<file path="config.mk">
export PLATFORM = sky130hd
export DESIGN_NAME = spi_flash_arbiter_flat
export DESIGN_NICKNAME = d
export VERILOG_FILES = /design/src/rtl/spi_pkg.sv /design/src/rtl/spi_flash_arbiter_if.sv /design/src/rtl/spi_shift_engine.sv /design/src/rtl/spi_flash_arbiter.sv /design/src/flat_wrapper.sv
export SDC_FILE = /design/constraint.sdc
export NUM_CORES = 1
export LEC_CHECK = 0
export BUFFER_PORTS_ARGS = -buffer_cell sky130_fd_sc_hd__buf_4
export CAP_MARGIN = 0
export CORE_ASPECT_RATIO = 0.75
export CORE_MARGIN = 2
export CORE_UTILIZATION = 49
export CTS_CLUSTER_DIAMETER = 100
export CTS_CLUSTER_SIZE = 30
export DETAILED_ROUTE_END_ITERATION = 10
export GPL_TIMING_DRIVEN = 0
export PLACE_DENSITY = 0.75
export SYNTH_ARGS = -nofsm -noshare
export SYNTH_HDL_FRONTEND = slang
export SYNTH_SLANG_ARGS = --single-unit
</file>
<file path="constraint.sdc">
create_clock -name clk -period 1.5 [get_ports clk]
set_input_delay 0.075 -clock clk [delete_from_list [all_inputs] [get_ports clk]]
set_output_delay 0.075 -clock clk [all_outputs]
set_load 0.05 [all_outputs]
</file>
<file path="src/rtl/spi_pkg.sv">
// Shared types and constants for the SPI flash read arbiter.
package spi_pkg;

    typedef enum logic [1:0] {
        ST_IDLE  = 2'd0,
        ST_SHIFT = 2'd1,
        ST_GAP   = 2'd2
    } state_e;

    localparam int         SPI_FRAME_BITS   = 64;
    localparam int         SPI_DATA_BITS    = 32;
    localparam logic [7:0] READ_CMD_DEFAULT = 8'h03;

    // Command, word-aligned address, then zeros so mosi idles low during data.
    function automatic logic [SPI_FRAME_BITS-1:0] read_frame(input logic [7:0]  cmd,
                                                             input logic [23:0] addr);
        return {cmd, addr & ~24'h3, {SPI_DATA_BITS{1'b0}}};
    endfunction

    // First received byte lands in the least significant byte.
    function automatic logic [SPI_DATA_BITS-1:0] byte_swap32(input logic [SPI_DATA_BITS-1:0] w);
        return {w[7:0], w[15:8], w[23:16], w[31:24]};
    endfunction

endpackage

</file>
<file path="src/rtl/spi_flash_arbiter_if.sv">
// Requester handshakes and SPI pins of the flash arbiter.
interface spi_flash_arbiter_if;

    logic        if_req;
    logic [23:0] if_addr;
    logic        if_ack;
    logic [31:0] if_rdata;
    logic        d_req;
    logic [23:0] d_addr;
    logic        d_ack;
    logic [31:0] d_rdata;
    logic        busy;
    logic        ss;
    logic        spi_clk;
    logic        mosi;
    logic        miso;

    // Arbiter side.
    modport slave (
        input  if_req, if_addr, d_req, d_addr, miso,
        output if_ack, if_rdata, d_ack, d_rdata, busy, ss, spi_clk, mosi
    );

    // Requester / pad side.
    modport master (
        output if_req, if_addr, d_req, d_addr, miso,
        input  if_ack, if_rdata, d_ack, d_rdata, busy, ss, spi_clk, mosi
    );

endinterface

</file>
<file path="src/rtl/spi_shift_engine.sv">
// SPI mode-0 frame engine: clock divider, 64-bit transmit shifter, receive
// sampler and a done pulse in the last cycle of the frame.
module spi_shift_engine
    import spi_pkg::*;
#(
    parameter int unsigned CLK_DIV = 2
) (
    input  logic                      clk,
    input  logic                      reset,
    input  logic                      start,
    input  logic [SPI_FRAME_BITS-1:0] frame,
    input  logic                      miso,
    output logic                      spi_clk,
    output logic                      mosi,
    output logic [SPI_DATA_BITS-1:0]  rx_data,
    output logic                      done
);

    localparam int          DIV_W     = (CLK_DIV > 1) ? $clog2(CLK_DIV) : 1;
    localparam int          HALF_W    = $clog2(2 * SPI_FRAME_BITS);
    localparam logic [HALF_W-1:0] HALF_LAST = HALF_W'(2 * SPI_FRAME_BITS - 1);

    logic                      active_q,   active_d;
    logic [DIV_W-1:0]          div_cnt_q,  div_cnt_d;
    logic [HALF_W-1:0]         half_cnt_q, half_cnt_d;
    logic                      sck_q,      sck_d;
    logic [SPI_FRAME_BITS-1:0] tx_q,       tx_d;
    logic [SPI_DATA_BITS-1:0]  rx_q,       rx_d;
    logic                      div_wrap;

    // Next-state: each divider wrap toggles spi_clk; rising half samples, falling half shifts.
    always_comb begin
        // NOTE: every always_comb output gets a default first so no path can infer a latch.
        active_d   = active_q;
        div_cnt_d  = div_cnt_q;
        half_cnt_d = half_cnt_q;
        sck_d      = sck_q;
        tx_d       = tx_q;
        rx_d       = rx_q;
        done       = 1'b0;
        div_wrap   = (div_cnt_q == DIV_W'(CLK_DIV - 1));

        if (start) begin
            active_d   = 1'b1;
            div_cnt_d  = '0;
            half_cnt_d = '0;
            sck_d      = 1'b0;
            tx_d       = frame;
        end else if (active_q) begin
            if (div_wrap) begin
                div_cnt_d  = '0;
                sck_d      = ~sck_q;
                half_cnt_d = half_cnt_q + 1'b1;
                if (!sck_q) begin
                    rx_d = {rx_q[SPI_DATA_BITS-2:0], miso};
                end else begin
                    tx_d = {tx_q[SPI_FRAME_BITS-2:0], 1'b0};
                end
                if (half_cnt_q == HALF_LAST) begin
                    active_d = 1'b0;
                    done     = 1'b1;
                end
            end else begin
                div_cnt_d = div_cnt_q + 1'b1;
            end
        end
    end

    // State registers with synchronous reset.
    always_ff @(posedge clk) begin
        // NOTE: the shift registers are reset too; they are small and this keeps mosi at 0 out of reset.
        if (reset) begin
            active_q   <= 1'b0;
            div_cnt_q  <= '0;
            half_cnt_q <= '0;
            sck_q      <= 1'b0;
            tx_q       <= '0;
            rx_q       <= '0;
        end else begin
            // NOTE: non-blocking assignments so every flop samples pre-edge values.
            active_q   <= active_d;
            div_cnt_q  <= div_cnt_d;
            half_cnt_q <= half_cnt_d;
            sck_q      <= sck_d;
            tx_q       <= tx_d;
            rx_q       <= rx_d;
        end
    end

    assign spi_clk = sck_q;
    assign mosi    = tx_q[SPI_FRAME_BITS-1];
    assign rx_data = rx_q;

endmodule

</file>
<file path="src/rtl/spi_flash_arbiter.sv">
// Two-port round-robin arbiter turning fetch/data requests into SPI READ frames.
module spi_flash_arbiter
    import spi_pkg::*;
#(
    parameter int unsigned CLK_DIV  = 2,
    parameter int unsigned CS_GAP   = 4,
    parameter logic [7:0]  READ_CMD = READ_CMD_DEFAULT
) (
    input  logic                clk,
    input  logic                reset,
    spi_flash_arbiter_if.slave  bus
);

    localparam int GAP_W = (CS_GAP > 1) ? $clog2(CS_GAP) : 1;

    state_e                   state_q,      state_d;
    logic                     last_grant_q, last_grant_d;
    logic [GAP_W-1:0]         gap_cnt_q,    gap_cnt_d;
    logic                     ss_q,         ss_d;
    logic                     if_ack_q,     if_ack_d;
    logic                     d_ack_q,      d_ack_d;
    logic [SPI_DATA_BITS-1:0] if_rdata_q,   if_rdata_d;
    logic [SPI_DATA_BITS-1:0] d_rdata_q,    d_rdata_d;

    logic                      start;
    logic                      gnt_port;
    logic [SPI_FRAME_BITS-1:0] frame;
    logic [SPI_DATA_BITS-1:0]  rx_data;
    logic                      eng_done;

    spi_shift_engine #(
        .CLK_DIV (CLK_DIV)
    ) u_engine (
        .clk     (clk),
        .reset   (reset),
        .start   (start),
        .frame   (frame),
        .miso    (bus.miso),
        .spi_clk (bus.spi_clk),
        .mosi    (bus.mosi),
        .rx_data (rx_data),
        .done    (eng_done)
    );

    // Arbitration, frame sequencing and ack/rdata steering.
    always_comb begin
        state_d      = state_q;
        last_grant_d = last_grant_q;
        gap_cnt_d    = gap_cnt_q;
        ss_d         = ss_q;
        if_ack_d     = 1'b0;
        d_ack_d      = 1'b0;
        if_rdata_d   = if_rdata_q;
        d_rdata_d    = d_rdata_q;
        start        = 1'b0;

        // On a tie the port that did not win last time gets the bus.
        gnt_port = (bus.if_req && bus.d_req) ? ~last_grant_q : bus.d_req;
        frame    = read_frame(READ_CMD, gnt_port ? bus.d_addr : bus.if_addr);

        unique case (state_q)
            ST_IDLE: begin
                if (bus.if_req || bus.d_req) begin
                    start        = 1'b1;
                    last_grant_d = gnt_port;
                    ss_d         = 1'b0;
                    state_d      = ST_SHIFT;
                end
            end
            ST_SHIFT: begin
                if (eng_done) begin
                    ss_d      = 1'b1;
                    gap_cnt_d = '0;
                    state_d   = ST_GAP;
                    if (last_grant_q) begin
                        d_ack_d   = 1'b1;
                        d_rdata_d = byte_swap32(rx_data);
                    end else begin
                        if_ack_d   = 1'b1;
                        if_rdata_d = byte_swap32(rx_data);
                    end
                end
            end
            ST_GAP: begin
                if (gap_cnt_q == GAP_W'(CS_GAP - 1)) begin
                    state_d = ST_IDLE;
                end else begin
                    gap_cnt_d = gap_cnt_q + 1'b1;
                end
            end
            default: state_d = ST_IDLE;
        endcase
    end

    // Registered FSM state and outputs; reset aborts any frame without an ack.
    always_ff @(posedge clk) begin
        if (reset) begin
            state_q      <= ST_IDLE;
            last_grant_q <= 1'b1;
            gap_cnt_q    <= '0;
            ss_q         <= 1'b1;
            if_ack_q     <= 1'b0;
            d_ack_q      <= 1'b0;
            if_rdata_q   <= '0;
            d_rdata_q    <= '0;
        end else begin
            state_q      <= state_d;
            last_grant_q <= last_grant_d;
            gap_cnt_q    <= gap_cnt_d;
            ss_q         <= ss_d;
            if_ack_q     <= if_ack_d;
            d_ack_q      <= d_ack_d;
            if_rdata_q   <= if_rdata_d;
            d_rdata_q    <= d_rdata_d;
        end
    end

    assign bus.ss       = ss_q;
    assign bus.busy     = (state_q != ST_IDLE);
    assign bus.if_ack   = if_ack_q;
    assign bus.d_ack    = d_ack_q;
    assign bus.if_rdata = if_rdata_q;
    assign bus.d_rdata  = d_rdata_q;

endmodule

</file>
<file path="src/flat_wrapper.sv">
// flat-port wrapper written by rule: the top's interface ports become plain ports
module spi_flash_arbiter_flat import spi_pkg::*;
#(
    parameter int unsigned CLK_DIV  = 2,
    parameter int unsigned CS_GAP   = 4,
    parameter logic [7:0]  READ_CMD = READ_CMD_DEFAULT
)
  (clk, reset, bus_if_req, bus_if_addr, bus_d_req, bus_d_addr, bus_miso, bus_if_ack, bus_if_rdata, bus_d_ack, bus_d_rdata, bus_busy, bus_ss, bus_spi_clk, bus_mosi);
  spi_flash_arbiter_if bus_i ();
  input  logic clk;
  input  logic reset;
  input wire logic [$bits(bus_i.if_req)-1:0] bus_if_req;
  input wire logic [$bits(bus_i.if_addr)-1:0] bus_if_addr;
  input wire logic [$bits(bus_i.d_req)-1:0] bus_d_req;
  input wire logic [$bits(bus_i.d_addr)-1:0] bus_d_addr;
  input wire logic [$bits(bus_i.miso)-1:0] bus_miso;
  output wire logic [$bits(bus_i.if_ack)-1:0] bus_if_ack;
  output wire logic [$bits(bus_i.if_rdata)-1:0] bus_if_rdata;
  output wire logic [$bits(bus_i.d_ack)-1:0] bus_d_ack;
  output wire logic [$bits(bus_i.d_rdata)-1:0] bus_d_rdata;
  output wire logic [$bits(bus_i.busy)-1:0] bus_busy;
  output wire logic [$bits(bus_i.ss)-1:0] bus_ss;
  output wire logic [$bits(bus_i.spi_clk)-1:0] bus_spi_clk;
  output wire logic [$bits(bus_i.mosi)-1:0] bus_mosi;
  assign bus_i.if_req = bus_if_req;
  assign bus_i.if_addr = bus_if_addr;
  assign bus_i.d_req = bus_d_req;
  assign bus_i.d_addr = bus_d_addr;
  assign bus_i.miso = bus_miso;
  assign bus_if_ack = bus_i.if_ack;
  assign bus_if_rdata = bus_i.if_rdata;
  assign bus_d_ack = bus_i.d_ack;
  assign bus_d_rdata = bus_i.d_rdata;
  assign bus_busy = bus_i.busy;
  assign bus_ss = bus_i.ss;
  assign bus_spi_clk = bus_i.spi_clk;
  assign bus_mosi = bus_i.mosi;
  spi_flash_arbiter #(.CLK_DIV(CLK_DIV), .CS_GAP(CS_GAP), .READ_CMD(READ_CMD)) u_core (.clk(clk), .reset(reset), .bus(bus_i));
endmodule
</file>
Word level (Yosys, flattened, before mapping)
Index checks and enable logic that the tools add are counted.
{ "op_classes": {"n_addsub": 3, "n_eq_ne": 8, "n_mux": 29, "n_bitwise": 5, "reduce_logical": 21} }
{ "ops": {"columns": ["op", "count"], "rows": [
  ["58-bit two-way mux", 4],
  ["24-bit two-way mux", 1],
  ["3-bit AND reduction", 7],
  ["1-bit two-way mux", 16],
  ["2-bit nonzero test", 6],
  ["2-bit two-way mux", 5],
  ["7-bit by 1-bit adder with 7-bit output, second input constant", 1],
  ["7-bit == test, second input constant", 1],
  ["2-bit by 1-bit != test with 1-bit output, second input constant", 3],
  ["2-bit case mux with 3 select lines", 1],
  ["1-bit NOT", 5],
  ["2-bit == test, second input constant", 2],
  ["2-bit case mux with 2 select lines", 1],
  ["2-bit AND reduction", 2],
  ["4-bit AND reduction", 1],
  ["3-bit OR reduction", 1],
  ["2-bit by 1-bit adder with 2-bit output, second input constant", 1],
  ["2-bit by 1-bit == test with 1-bit output, second input constant", 1],
  ["2-bit logical NOT", 1],
  ["2-bit != test, second input constant", 1],
  ["1-bit case mux with 2 select lines", 1],
  ["2-bit OR reduction", 1],
  ["1-bit adder, second input constant", 1],
  ["1-bit logical AND", 1],
  ["1-bit logical OR", 1]
]} }
{ "word_totals": {"reg_bits": 144, "inputBits": 53, "output_inout_bits": 70} }

Longest topological paths before layout
{ "depth": {"ltp_word": 7, "ltp_mapped": 7} }

Modules after synthesis
From an unflattened synthesis, not the netlist that was laid out.
{ "hier_totals": {"hier_cells": 901, "hier_area_um2": 8369.3} }
{ "by_module_without_submodules": {"columns": ["mod", "instances", "cells_each", "area_each_um2", "seq_area_each_um2"], "rows": [
  ["spi_shift_engine", 1, 555, 5341.4, 2122.0],
  ["spi_flash_arbiter", 1, 346, 3027.9, 1441.4]
]} }

Worst setup path after synthesis
No wires, ideal clock.
{ "synth_timing": {"path_kind": "register to register", "start": "register u_core.u_engine.sck_q (netlist: u_core.u_engine.spi_clk)", "end": "register u_core.u_engine.tx_q[44]", "t_arrival_ns": 1.552, "t_required_ns": 1.377, "slack_ns": -0.175, "stages_incl_launch_ff": 6, "path_cell_list": "dfxtp_1 and3_2 buf_6 buf_6 mux2i_1 o22ai_1"} }
{ "synth_between": {"elab_chain_cells": 2} }
{ "synth_lines": {"columns": ["element", "line_no", "text"], "rows": [
  ["start: declaration", "spi_shift_engine.sv:26", "logic sck_q, sck_d;"],
  ["start signal: assignment", "spi_shift_engine.sv:84", "sck_q <= sck_d;"],
  ["2-bit nonzero test (no source line)", null, null],
  ["3-bit AND reduction (no source line)", null, null],
  ["end signal: assignment", "spi_shift_engine.sv:85", "tx_q <= tx_d;"],
  ["end: declaration", "spi_shift_engine.sv:27", "logic [SPI_FRAME_BITS-1:0] tx_q, tx_d;"]
]} }
No other way between the ends.
A chain may end at the register's enable or synchronous reset.

Worst setup path in the final report
{ "layout_timing": {"start": "register u_core.u_engine.half_cnt_q[1]", "end": "register u_core.if_rdata_q[21] (netlist: u_core.bus.if_rdata[21])"} }
{ "layout_between": {"elab_chain_cells": 6} }
{ "layout_lines": {"columns": ["element", "line_no", "text"], "rows": [
  ["start: declaration", "spi_shift_engine.sv:25", "logic [HALF_W-1:0] half_cnt_q, half_cnt_d;"],
  ["start signal: assignment", "spi_shift_engine.sv:83", "half_cnt_q <= half_cnt_d;"],
  ["7-bit == test", "spi_shift_engine.sv:59", "if (half_cnt_q == HALF_LAST) begin"],
  ["1-bit two-way mux", "spi_shift_engine.sv:59", null],
  ["1-bit two-way mux", "spi_shift_engine.sv:50", "if (div_wrap) begin"],
  ["1-bit two-way mux", "spi_shift_engine.sv:49", "end else if (active_q) begin"],
  ["1-bit two-way mux", "spi_shift_engine.sv:43", "if (start) begin"],
  ["3-bit AND reduction (no source line)", null, null],
  ["end signal: assignment", "spi_flash_arbiter.sv:113", "if_rdata_q <= if_rdata_d;"],
  ["end: declaration", "spi_flash_arbiter.sv:22", "logic [SPI_DATA_BITS-1:0] if_rdata_q, if_rdata_d;"]
]} }
No other way between the ends.

==> impl_metrics.tcl <==
set metrics [dict create \
    outcome "finished with violations" \
    violations_in_the_final_reports "negative setup slack" \
    critPathLaunchType "register" \
    timing_worst_setup_path_type "register to register" \
    initial_utilization_pct 50.6 \
    synth.cells.most_frequent "sky130_fd_sc_hd__dfxtp_1 (144), sky130_fd_sc_hd__nand2_1 (87), sky130_fd_sc_hd__nand3b_1 (65), sky130_fd_sc_hd__mux2i_1 (43), sky130_fd_sc_hd__a21oi_1 (41)" \
    wl_um 18600 \
    dr_wl_met2_um 9030 \
    antenna_left 0 \
    setup_viol 37 \
    first_pass_grt_wire_length_um 27400 \
    area_growth_pct 44.6 \
    hold_viol_final 0 \
    max_freq_mhz 623 \
    worst_hold_slack_ns 0.0562 \
    synth-edff-count 0 \
    drt_first_iter_violations 453 \
    powerDensity_mw_per_mm2 1110 \
    cts.htree.levels 4 \
    synth_largest_type_area_fraction_pct 48.7 \
    min-delay-path-class "input pin to register" \
    dieArea_mm2 0.0130 \
    stdcell_count 988 \
    first_global_vias 5327 \
    layout.nets 868 \
    numPlacedInstances 890 \
    worst_slack_ns -0.106 \
    diodes 0 \
    maxSlewHeadroom_pct 66.4 \
    tritoncts "done" \
    data_arrival_critical_path_ns 1.91 \
    synth_cell_type_count 44 \
    tritoncts.num_buffers 17 \
    grt_overflow_total 0 \
    synth_seq_cells 144 \
    global_route.usage.total_pct 27.4 \
    ir_worst_vdd_v 0.000797 \
    synth_most_common_cell "sky130_fd_sc_hd__dfxtp_1" \
    detail_route.first_pass.iterations 6 \
    grt_max_degree 17 \
    routedLengthMet1_um 7870 \
    routed_wire_length_per_instance_um 18.8 \
    route.detailed.drc 0 \
    clock_tree_sinks 144 \
    syn_nets 666 \
    antenna_found_initial 0 \
    clock-skew-final_ns 0.00539 \
    synthesis_warning_total 0 \
    finalWeightedCongestion 0.843 \
    dp_hpwl_um 10600 \
    ctsRootBufferMaster "sky130_fd_sc_hd__clkbuf_16" \
    worst_setup_hold_path_clk_slew_ns 0.06 \
    worstSetupEndpointType "register" \
    rsz0062_at_grt "yes" \
    core_footprint_mm2 0.0117 \
    placement.setup.worst_slack_ns -0.179 \
    final.period_utilization_pct 107 \
    top_layer "met4" \
    report.final.slew_viol_count 0 \
    fp.dieH_um 99.2 \
    vias 5475 \
    timing.critical_path.required_ns 1.81 \
    max_cap_viol_count 0 \
    synth_area_leaders "sky130_fd_sc_hd__dfxtp_1 (49%), sky130_fd_sc_hd__nand3b_1 (8.2%), sky130_fd_sc_hd__mux2i_1 (7.3%)" \
    timing.final.crit_period_ns 1.61 \
    synth_area_mm2 0.00592 \
    largest_area_contributor_in_the_synthesized_netlist "sky130_fd_sc_hd__dfxtp_1" \
    postLayoutCoreUtil_pct 73.3 \
    dr_wl_met3_um 1280 \
    worst_slew_pin_slew_ns 0.504 \
    power.static_leakage_uw 0.00334 \
    ys_dominant_reg_cell "sky130_fd_sc_hd__dfxtp_1" \
    cts-root-to-sink-buffers 2 \
    synthCells 611 \
    placement.io_buffers 117 \
    clk_latency_ns 0.42 \
    vias_per_cell 5.54 \
    drive_above_1_share_pct 31.8 \
    top_level_pins 123 \
    post_synth.cell_area_avg_um2 9.70 \
    crit_path_max_fanout 8 \
    portion_of_the_post_synthesis_area_used_by_sequential_elements_pct 48.7 \
    fp.dieW_um 131 \
    synth_async_sr_flop_share_pct 0 \
    placement_rows 34 \
]
## cells in the final DEF (no fill, tap or decap), types with 3 or more instances in the layout
cell	Yosys	final
sky130_fd_sc_hd__buf_2	14	4
sky130_fd_sc_hd__xnor2_1	5	5
sky130_fd_sc_hd__and3_1	3	3
sky130_fd_sc_hd__nand2b_1	34	34
sky130_fd_sc_hd__dfxtp_2	0	6
sky130_fd_sc_hd__o21ai_1	33	31
sky130_fd_sc_hd__dfxtp_1	144	138
sky130_fd_sc_hd__clkbuf_1	15	16
sky130_fd_sc_hd__o22ai_1	21	21
sky130_fd_sc_hd__buf_6	17	28
sky130_fd_sc_hd__clkbuf_8	0	5
sky130_fd_sc_hd__clkbuf_16	0	19
sky130_fd_sc_hd__clkbuf_4	0	4
sky130_fd_sc_hd__mux2i_1	43	41
sky130_fd_sc_hd__buf_12	0	5
sky130_fd_sc_hd__a21oi_1	41	41
sky130_fd_sc_hd__dlygate4sd3_1	0	44
sky130_fd_sc_hd__nand3b_1	65	65
sky130_fd_sc_hd__bufinv_16	0	5
sky130_fd_sc_hd__nand2_1	87	87
sky130_fd_sc_hd__buf_4	3	128
sky130_fd_sc_hd__nor2_1	14	13
sky130_fd_sc_hd__nand3_1	3	3
sky130_fd_sc_hd__o21ai_2	33	33
sky130_fd_sc_hd__xor2_1	3	3
## repair_timing
| item | CTS | global route |
|---|---|---|
| pin swaps | 3 | 5 |
| setup endpoints to repair | 70 | 129 |
| gates resized for setup | 20 | 44 |
| hold endpoints to repair | 23 | 0 |
| cloned | 9 | 2 |
| setup buffers | 6 | 5 |
| hold buffers | 44 | 0 |
## cell families after synthesis
| group | count (synthesis) | share of synthesized area, % |
|---|---|---|
| AOI/OAI and AO/OA | 139 | 14.8 |
| buffers and inverters | 51 | 5.87 |
| xor gates and xnor gates | 8 | 1.18 |
| DFF | 144 | 48.7 |
| and+or+nand+nor | 224 | 21.8 |
| adders and majority gates | 2 | 0.422 |
| muxes | 43 | 7.27 |
## per-stage QoR
stage / area (um^2) / total power [uW] / TNS (ns)
final: 8570 / 9490 / -2.62
after CTS: 8340 / 9360 / -2.63
after global routing: 8570 / 9690 / -9.32
after detailed placement: 7010 / 4550 / -9.12
after global placement: 7010 / 4530 / -7.62
after floorplan: 5930 / 4360 / 0
## sequential cells by signal, summed over array words and instances (netlist names)
signal                      cells
u_core.u_engine.div_cnt_q       1
u_core.bus.if_ack               1
u_core.u_engine.active_q        1
u_core.bus.if_rdata            32
u_core.bus.ss                   1
u_core.gap_cnt_q                2
u_core.bus.d_ack                1
u_core.state_q                  2
u_core.u_engine.rx_data        32
u_core.u_engine.tx_q           30
u_core.u_engine.spi_clk         1
u_core.u_engine.half_cnt_q      7
u_core.bus.d_rdata             32
u_core.last_grant_q             1
## report_power, final
part,internal (uW),total [uW],switching (uW)
sequential,3900,3960,54.8
clock,3170,4780,1610
combinational,392,750,358
total,7470,9490,2020
## layer usage
layer  vias to the layer above  GRT usage, %
li1                       2549             -
met1                      2625          35.9
met2                       253          45.2
met3                        48          5.76
met4                         0          9.33
met5                         -             0
## final timing paths
check	endpoint	from	cells past startpoint	slack, ns
min reg2reg	u_core.u_engine.tx_q[62]$_SDFFE_PP0P_	u_core.u_engine.tx_q[61]$_SDFFE_PP0P_	2	0.45
min	u_core.u_engine.tx_q[34]$_SDFFE_PP0P_	bus_d_addr[2]	3	0.06
max reg2reg	u_core.bus.if_rdata[21]$_SDFFE_PP0P_	u_core.u_engine.half_cnt_q[1]$_SDFFE_PP0P_	7	-0.11
max	u_core.bus.if_rdata[21]$_SDFFE_PP0P_	u_core.u_engine.half_cnt_q[1]$_SDFFE_PP0P_	7	-0.11
## final cells by class
| class | instances | area [um^2] |
|---|---|---|
| clock buffers | 23 | 498 |
| plain buffers | 49 | 398 |
| clock inverters | 9 | 176 |
| multi-input cells | 418 | 2820 |
| flip-flops and latches | 144 | 2890 |
| inverters | 2 | 7.51 |
| repair buffers | 181 | 1580 |
| fillers | 757 | 3130 |
| well taps | 162 | 203 |
## worst max-delay path, stage by stage, from the launching register on
cell and delay (ns):
sky130_fd_sc_hd__dfxtp_2 0.35, sky130_fd_sc_hd__ha_4 0.13, sky130_fd_sc_hd__and4_1 0.21, sky130_fd_sc_hd__buf_6 0.14, sky130_fd_sc_hd__nand4b_4 0.25, sky130_fd_sc_hd__buf_6 0.23, sky130_fd_sc_hd__nand3b_1 0.09, sky130_fd_sc_hd__o21ai_1 0.07
(Power assumes the default switching activity.)
